--- config.mk ---
export PLATFORM = sky130hd
export DESIGN_NAME = fetch_stage
export DESIGN_NICKNAME = d
export VERILOG_FILES = /design/src/rtl/fetch_stage.sv
export SDC_FILE = /design/constraint.sdc
export NUM_CORES = 1
export LEC_CHECK = 0
export CAP_MARGIN = 30
export CORE_MARGIN = 2
export CORE_UTILIZATION = 44
export CTS_CLUSTER_SIZE = 8
export DETAILED_ROUTE_END_ITERATION = 8
export DONT_BUFFER_PORTS = 1
export PLACE_DENSITY = 0.66
export RECOVER_POWER = 100
export SYNTH_ARGS = -nofsm -noshare
export SYNTH_HDL_FRONTEND = slang
export SYNTH_SLANG_ARGS = --single-unit
export TNS_END_PERCENT = 10
--- constraint.sdc ---
create_clock -name clk -period 2.38 [get_ports clk]
set_clock_uncertainty 0.05 [all_clocks]
set_input_delay 0.357 -clock clk [delete_from_list [all_inputs] [get_ports clk]]
set_output_delay 0.357 -clock clk [all_outputs]
set_load 0.01 [all_outputs]
--- src/rtl/fetch_stage.sv ---
// rtl/fetch_stage.sv - RV32I instruction fetch stage producing the IF/ID pipeline register
package fetch_stage_pkg;
  typedef struct packed {
    logic [31:0] pc_cur;
    logic [31:0] instruction;
  } if_to_id_t;
endpackage

module fetch_stage
  import fetch_stage_pkg::*;
#(
  parameter logic [31:0] RESET_PC  = 32'h0000_0000,
  parameter logic [31:0] NOP_INSTR = 32'h0000_0013
) (
  input  logic        clk,
  input  logic        reset,
  input  logic        stall,
  input  logic        redirect,
  input  logic [31:0] redirect_pc,
  output logic        imem_req_valid,
  input  logic        imem_req_ready,
  output logic [31:0] imem_req_addr,
  input  logic        imem_resp_valid,
  input  logic [31:0] imem_resp_data,
  output if_to_id_t   IF_to_ID,
  output logic        if_valid
);

  typedef enum logic [1:0] {S_ISSUE, S_WAIT, S_HOLD} state_t;

  state_t      r_state;
  logic [31:0] r_pc;
  logic        r_drop;
  logic [31:0] r_hold;
  if_to_id_t   r_if;
  logic        r_if_valid;

  state_t      w_state;
  logic [31:0] w_pc;
  logic        w_drop;
  logic [31:0] w_hold;
  if_to_id_t   w_if;
  logic        w_if_valid;

  logic        w_free;
  logic        w_handshake;
  logic [31:0] w_pc_inc;
  logic [31:0] w_target;

  // IF/ID can take a new instruction when Decode is not stalled or the register is empty
  assign w_free      = !stall || !r_if_valid;
  assign w_handshake = (r_state == S_ISSUE) && imem_req_ready;
  assign w_pc_inc    = r_pc + 32'd4;
  assign w_target    = redirect_pc & 32'hFFFF_FFFC;

  assign imem_req_valid = (r_state == S_ISSUE) && !reset;
  assign imem_req_addr  = r_pc;
  assign IF_to_ID       = r_if;
  assign if_valid       = r_if_valid;

  // Next-state logic: fetch FSM, PC update, and IF/ID load/bubble/flush
  always_comb begin
    w_state    = r_state;
    w_pc       = r_pc;
    w_drop     = r_drop;
    w_hold     = r_hold;
    w_if       = r_if;
    w_if_valid = r_if_valid;

    // A free register with nothing new becomes a bubble; pc_cur is left as-is
    if (w_free) begin
      w_if_valid       = 1'b0;
      w_if.instruction = NOP_INSTR;
    end

    if (redirect) begin
      w_if_valid       = 1'b0;
      w_if.instruction = NOP_INSTR;
      w_pc             = w_target;
      unique case (r_state)
        S_ISSUE: begin
          // A request accepted this cycle is wrong-path; its response must be dropped
          if (w_handshake) begin
            w_state = S_WAIT;
            w_drop  = 1'b1;
          end
        end
        S_WAIT: begin
          if (imem_resp_valid) begin
            w_state = S_ISSUE;
            w_drop  = 1'b0;
          end else begin
            w_drop  = 1'b1;
          end
        end
        S_HOLD: begin
          w_state = S_ISSUE;
        end
        default: w_state = S_ISSUE;
      endcase
    end else begin
      unique case (r_state)
        S_ISSUE: begin
          if (w_handshake) w_state = S_WAIT;
        end
        S_WAIT: begin
          if (imem_resp_valid) begin
            if (r_drop) begin
              w_drop  = 1'b0;
              w_state = S_ISSUE;
            end else if (w_free) begin
              w_if.pc_cur      = r_pc;
              w_if.instruction = imem_resp_data;
              w_if_valid       = 1'b1;
              w_pc             = w_pc_inc;
              w_state          = S_ISSUE;
            end else begin
              w_hold  = imem_resp_data;
              w_state = S_HOLD;
            end
          end
        end
        S_HOLD: begin
          if (w_free) begin
            w_if.pc_cur      = r_pc;
            w_if.instruction = r_hold;
            w_if_valid       = 1'b1;
            w_pc             = w_pc_inc;
            w_state          = S_ISSUE;
          end
        end
        default: w_state = S_ISSUE;
      endcase
    end
  end

  // State registers with synchronous reset overriding every other input
  always_ff @(posedge clk) begin
    if (reset) begin
      r_state            <= S_ISSUE;
      r_pc               <= RESET_PC;
      r_drop             <= 1'b0;
      r_hold             <= 32'd0;
      r_if.pc_cur        <= 32'd0;
      r_if.instruction   <= NOP_INSTR;
      r_if_valid         <= 1'b0;
    end else begin
      r_state            <= w_state;
      r_pc               <= w_pc;
      r_drop             <= w_drop;
      r_hold             <= w_hold;
      r_if               <= w_if;
      r_if_valid         <= w_if_valid;
    end
  end

endmodule

==> out/summary.md <==
The final cell area excluding filler cells came out at 0.00655 mm^2. For the post-detailed-route DRC marker count, the log shows 0. Die extent in x: 118 um. The worst-margin pin slew was 0.566 ns. The overall die area was 0.0138 mm^2; the via-per-instance ratio was 6.17.

Critical-path cell with the highest stage delay: or4_1. Number of placement rows: 41. The average wire per cell in the routed design works out to 19.0 um. The post-synthesis async set-or-reset flop share was 0; the initial antenna violation count was 0. The smallest clock period supported by the final layout is computed as 2.24 ns. Buffers inserted during clock tree synthesis total 17.

The number of buffers inserted by port buffering is 0. The worst hold path terminates at r_hold[24]. For the worst setup path, the data required time is 2.66 ns.

The power per cell area works out to 779 mW/mm^2. Setup slack on the critical path of the routed design comes to 0.138 ns. The clock reaches the later pin of the worst-skew pair after 0.42 ns. Counting every sink on the clock net gives 128. The tools report the worst setup slack after placement as 0.0446 ns.

The first-pass GRT wire length was 26000 um; the clock-pin slew reported for the worst setup and hold paths after clock tree synthesis was 0.05 ns. Setup violations remaining at the end of the flow were counted as 0. In this design, the largest share of critical-path delay is due to compound AO/OA/AOI/OAI gates.

Fraction of final layout cells with drive strength greater than 1: 0.0916. The via count of the first global-routing pass came out at 4992. The peak supply drop is 0.445 mV, and the total overflow reported by the global router is 0. The share of synthesized area occupied by flip-flops and latches is 0.451.

The longest clock path from root to sink contains 2 buffers. The most instantiated flip-flop cell in the synthesis netlist was dfxtp_1. The critical-path maximum fanout was 20; the number of warnings printed during yosys synthesis was 0. Walking the worst path, the cells encountered are inv_1 -> ha_1 -> nand2b_1 -> a211o_4 -> or4_1 -> a311oi_1. For the post-detailed-placement cell area, the log shows 0.00598 mm^2. The worst setup path is launched from a flop. The highest clock frequency the design can meet is 446 MHz. For flop-to-flop paths, the worst setup slack is 0.14 ns.

The synthesized netlist contains 52 unique library cells. The placed wire-length estimate after detailed placement came out at 10700 um. The run finished with clean final reports.

TritonCTS built the clock tree. 168 I/O pins were placed. The run gives 742 as the final net count. The tree is rooted in a clkbuf_16. In this run the static leakage power is 2.19 nW.

In this run the most critical hold path is launched from imem_resp_data[24]. Hold is met by 0.0190 ns. Measured along the y axis, the die boundary spans 118 um. The count of final hold-check violations came out at 0. The top cell types in the final layout, fill and taps aside, are dfxtp_1 (128), nor2_1 (91), nand2_1 (75).

The largest single stage delay on the critical path is 0.51 ns. The critical path is of the reg -> reg type. After detailed routing, the total wire length is 16200 um. The max-slew violation total from the final report was 0; the vias after detailed routing was 5235. The length in cells of the worst reg-to-reg path works out to 6.

Summed instance area of the synthesized netlist: 0.00568 mm^2. The worst setup path is captured at a flop. Once detail routing completed, the nets flagged for antenna violations numbered 0.

The flop and latch count out of synthesis is 128, and the depth of the CTS H-tree is 4. The cell depth of the worst hold path was 2. At the end of routability-driven placement, the weighted congestion stood at 0.803.

Kind of path behind the tightest hold check: in -> reg. The average instance in the mapped netlist occupies 8.44 um^2. The cell count after synthesis came out at 673. Core area: 0.0126 mm^2. The logs give 0.234 for the overall track demand over capacity in global routing and 2.52 ns for the arrival time of data at the critical path endpoint. The period utilization came out at 0.942.

The worst relative slew slack is 0.623. The initial core utilization is 0.450. The reg-to-reg critical path startpoint is r_state[1].

Leaving out fill and tap cells, the most frequent cell in the layout is dfxtp_1. The number of enable-type register cells in the synthesized netlist is 0, and the first-iteration detailed-routing DRC count is 390. Number of buffers and inverters on the critical path: 1. The endpoint identified for the worst register-to-register timing path is imem_req_addr[23].

0 antenna diodes ended up in the layout. Max-cap violations in this run came to 0. Entering global routing, the biggest net connects 88 pins.

Before antenna repair, the detailed router went through 5 iterations. The synthesis-to-finish area growth was 15.4%.
[area by class of cell]
class                           instances  area [um^2]
Tap cell                              172          215
Clock buffer                           21          470
Inverter                                7         26.3
Multi-Input combinational cell        476         2870
Sequential cell                       128         2560
Clock inverter                          7         87.6
Timing Repair Buffer                   38          319
Fill cell                            1200         6070
[metal layers]
layer | up-vias | track usage | routed length [um]
met3 | 27 | 0.0940 | 1510
met2 | 225 | 0.368 | 7490
met5 | - | 0 | 0
li1 | 2462 | - | -
met4 | 0 | 0.0768 | 329
met1 | 2521 | 0.292 | 6830
[metrics by stage]
stage	std cells	util	setup TNS, ns	power, mW
floorplan	676	-	0	2.53
global placement	817	0.471	0	2.60
detailed placement	819	0.474	0	2.62
CTS	849	0.521	0	5.15
global route	849	0.519	-0.000785	5.28
finish	849	0.519	0	5.10
[synth_stat cells, types with 5 or more instances]
cell type    n  area share
o31ai_1     12       0.016
o21ai_0     13       0.011
a211oi_1    12       0.016
dfxtp_1    128        0.45
or4_1       19       0.025
nand4_1      9      0.0099
a311oi_1    18       0.028
a21oi_1     44       0.039
buf_1        7      0.0046
nand3_1     13       0.011
inv_1        7      0.0046
clkbuf_1    52       0.034
or3_1        9      0.0099
a22o_1      29       0.045
nand2_1     75       0.050
nor2_1      91       0.060
a22oi_1     62       0.082
and4_1       5      0.0077
[how the worst max path moves through the flow]
stage                          start           endpoint  slack (ns)  cells past startpoint
final                     r_state[1]  imem_req_addr[23]        0.14                      6
after CTS                 r_state[1]   imem_req_addr[7]       0.001                      7
after global placement    r_state[0]       IF_to_ID[10]        0.09                      7
after global routing      r_state[0]       IF_to_ID[38]     -0.0008                      8
after floorplan           r_state[0]  imem_req_addr[18]        0.20                      8
after detailed placement  r_state[1]   imem_req_addr[7]        0.04                      7
[flip-flops by register name (all words and copies together) (netlist names)]
signal / count
IF_to_ID: 62
if_valid: 1
r_hold: 32
r_state: 2
r_drop: 1
imem_req_addr: 30
[kinds of logic (layout without fill, tap and decap cells)]
| kind of cell | Yosys count | after routing | share of synthesized area |
|---|---|---|---|
| AND/OR/NAND/NOR | 251 | 251 | 0.210 |
| AO/OA/AOI/OAI | 211 | 211 | 0.267 |
| flip-flops | 128 | 128 | 0.451 |
| buffers and inverters | 72 | 73 | 0.0518 |
| adder cells (fa/ha/maj) | 4 | 4 | 0.00881 |
| XOR/XNOR | 4 | 4 | 0.00617 |
| multiplexers | 2 | 2 | 0.00375 |
| other | 1 | 4 | 0.000660 |
[repair_timing]
action / in CTS / in global routing
setup buffers: 0 / 0
resized for setup: 0 / 6
hold buffers: 2 / 0
hold endpoints to repair: 87 / 0
setup endpoints to repair: 0 / 49
[worst register-to-register path, cell delays in order (launching register included)]
cell,delay [ns]
dfxtp_1,0.34
inv_1,0.08
ha_1,0.24
nand2b_1,0.19
a211o_4,0.45
or4_1,0.52
a311oi_1,0.28
[report_power, final]
group	leakage [nW]	switching, mW	internal (mW)
logic	0.878	0.210	0.123
clock network	0.276	0.912	1.59
registers	1.04	0.0763	2.19
total	2.19	1.20	3.90
Power figures use the tool's default switching activity.
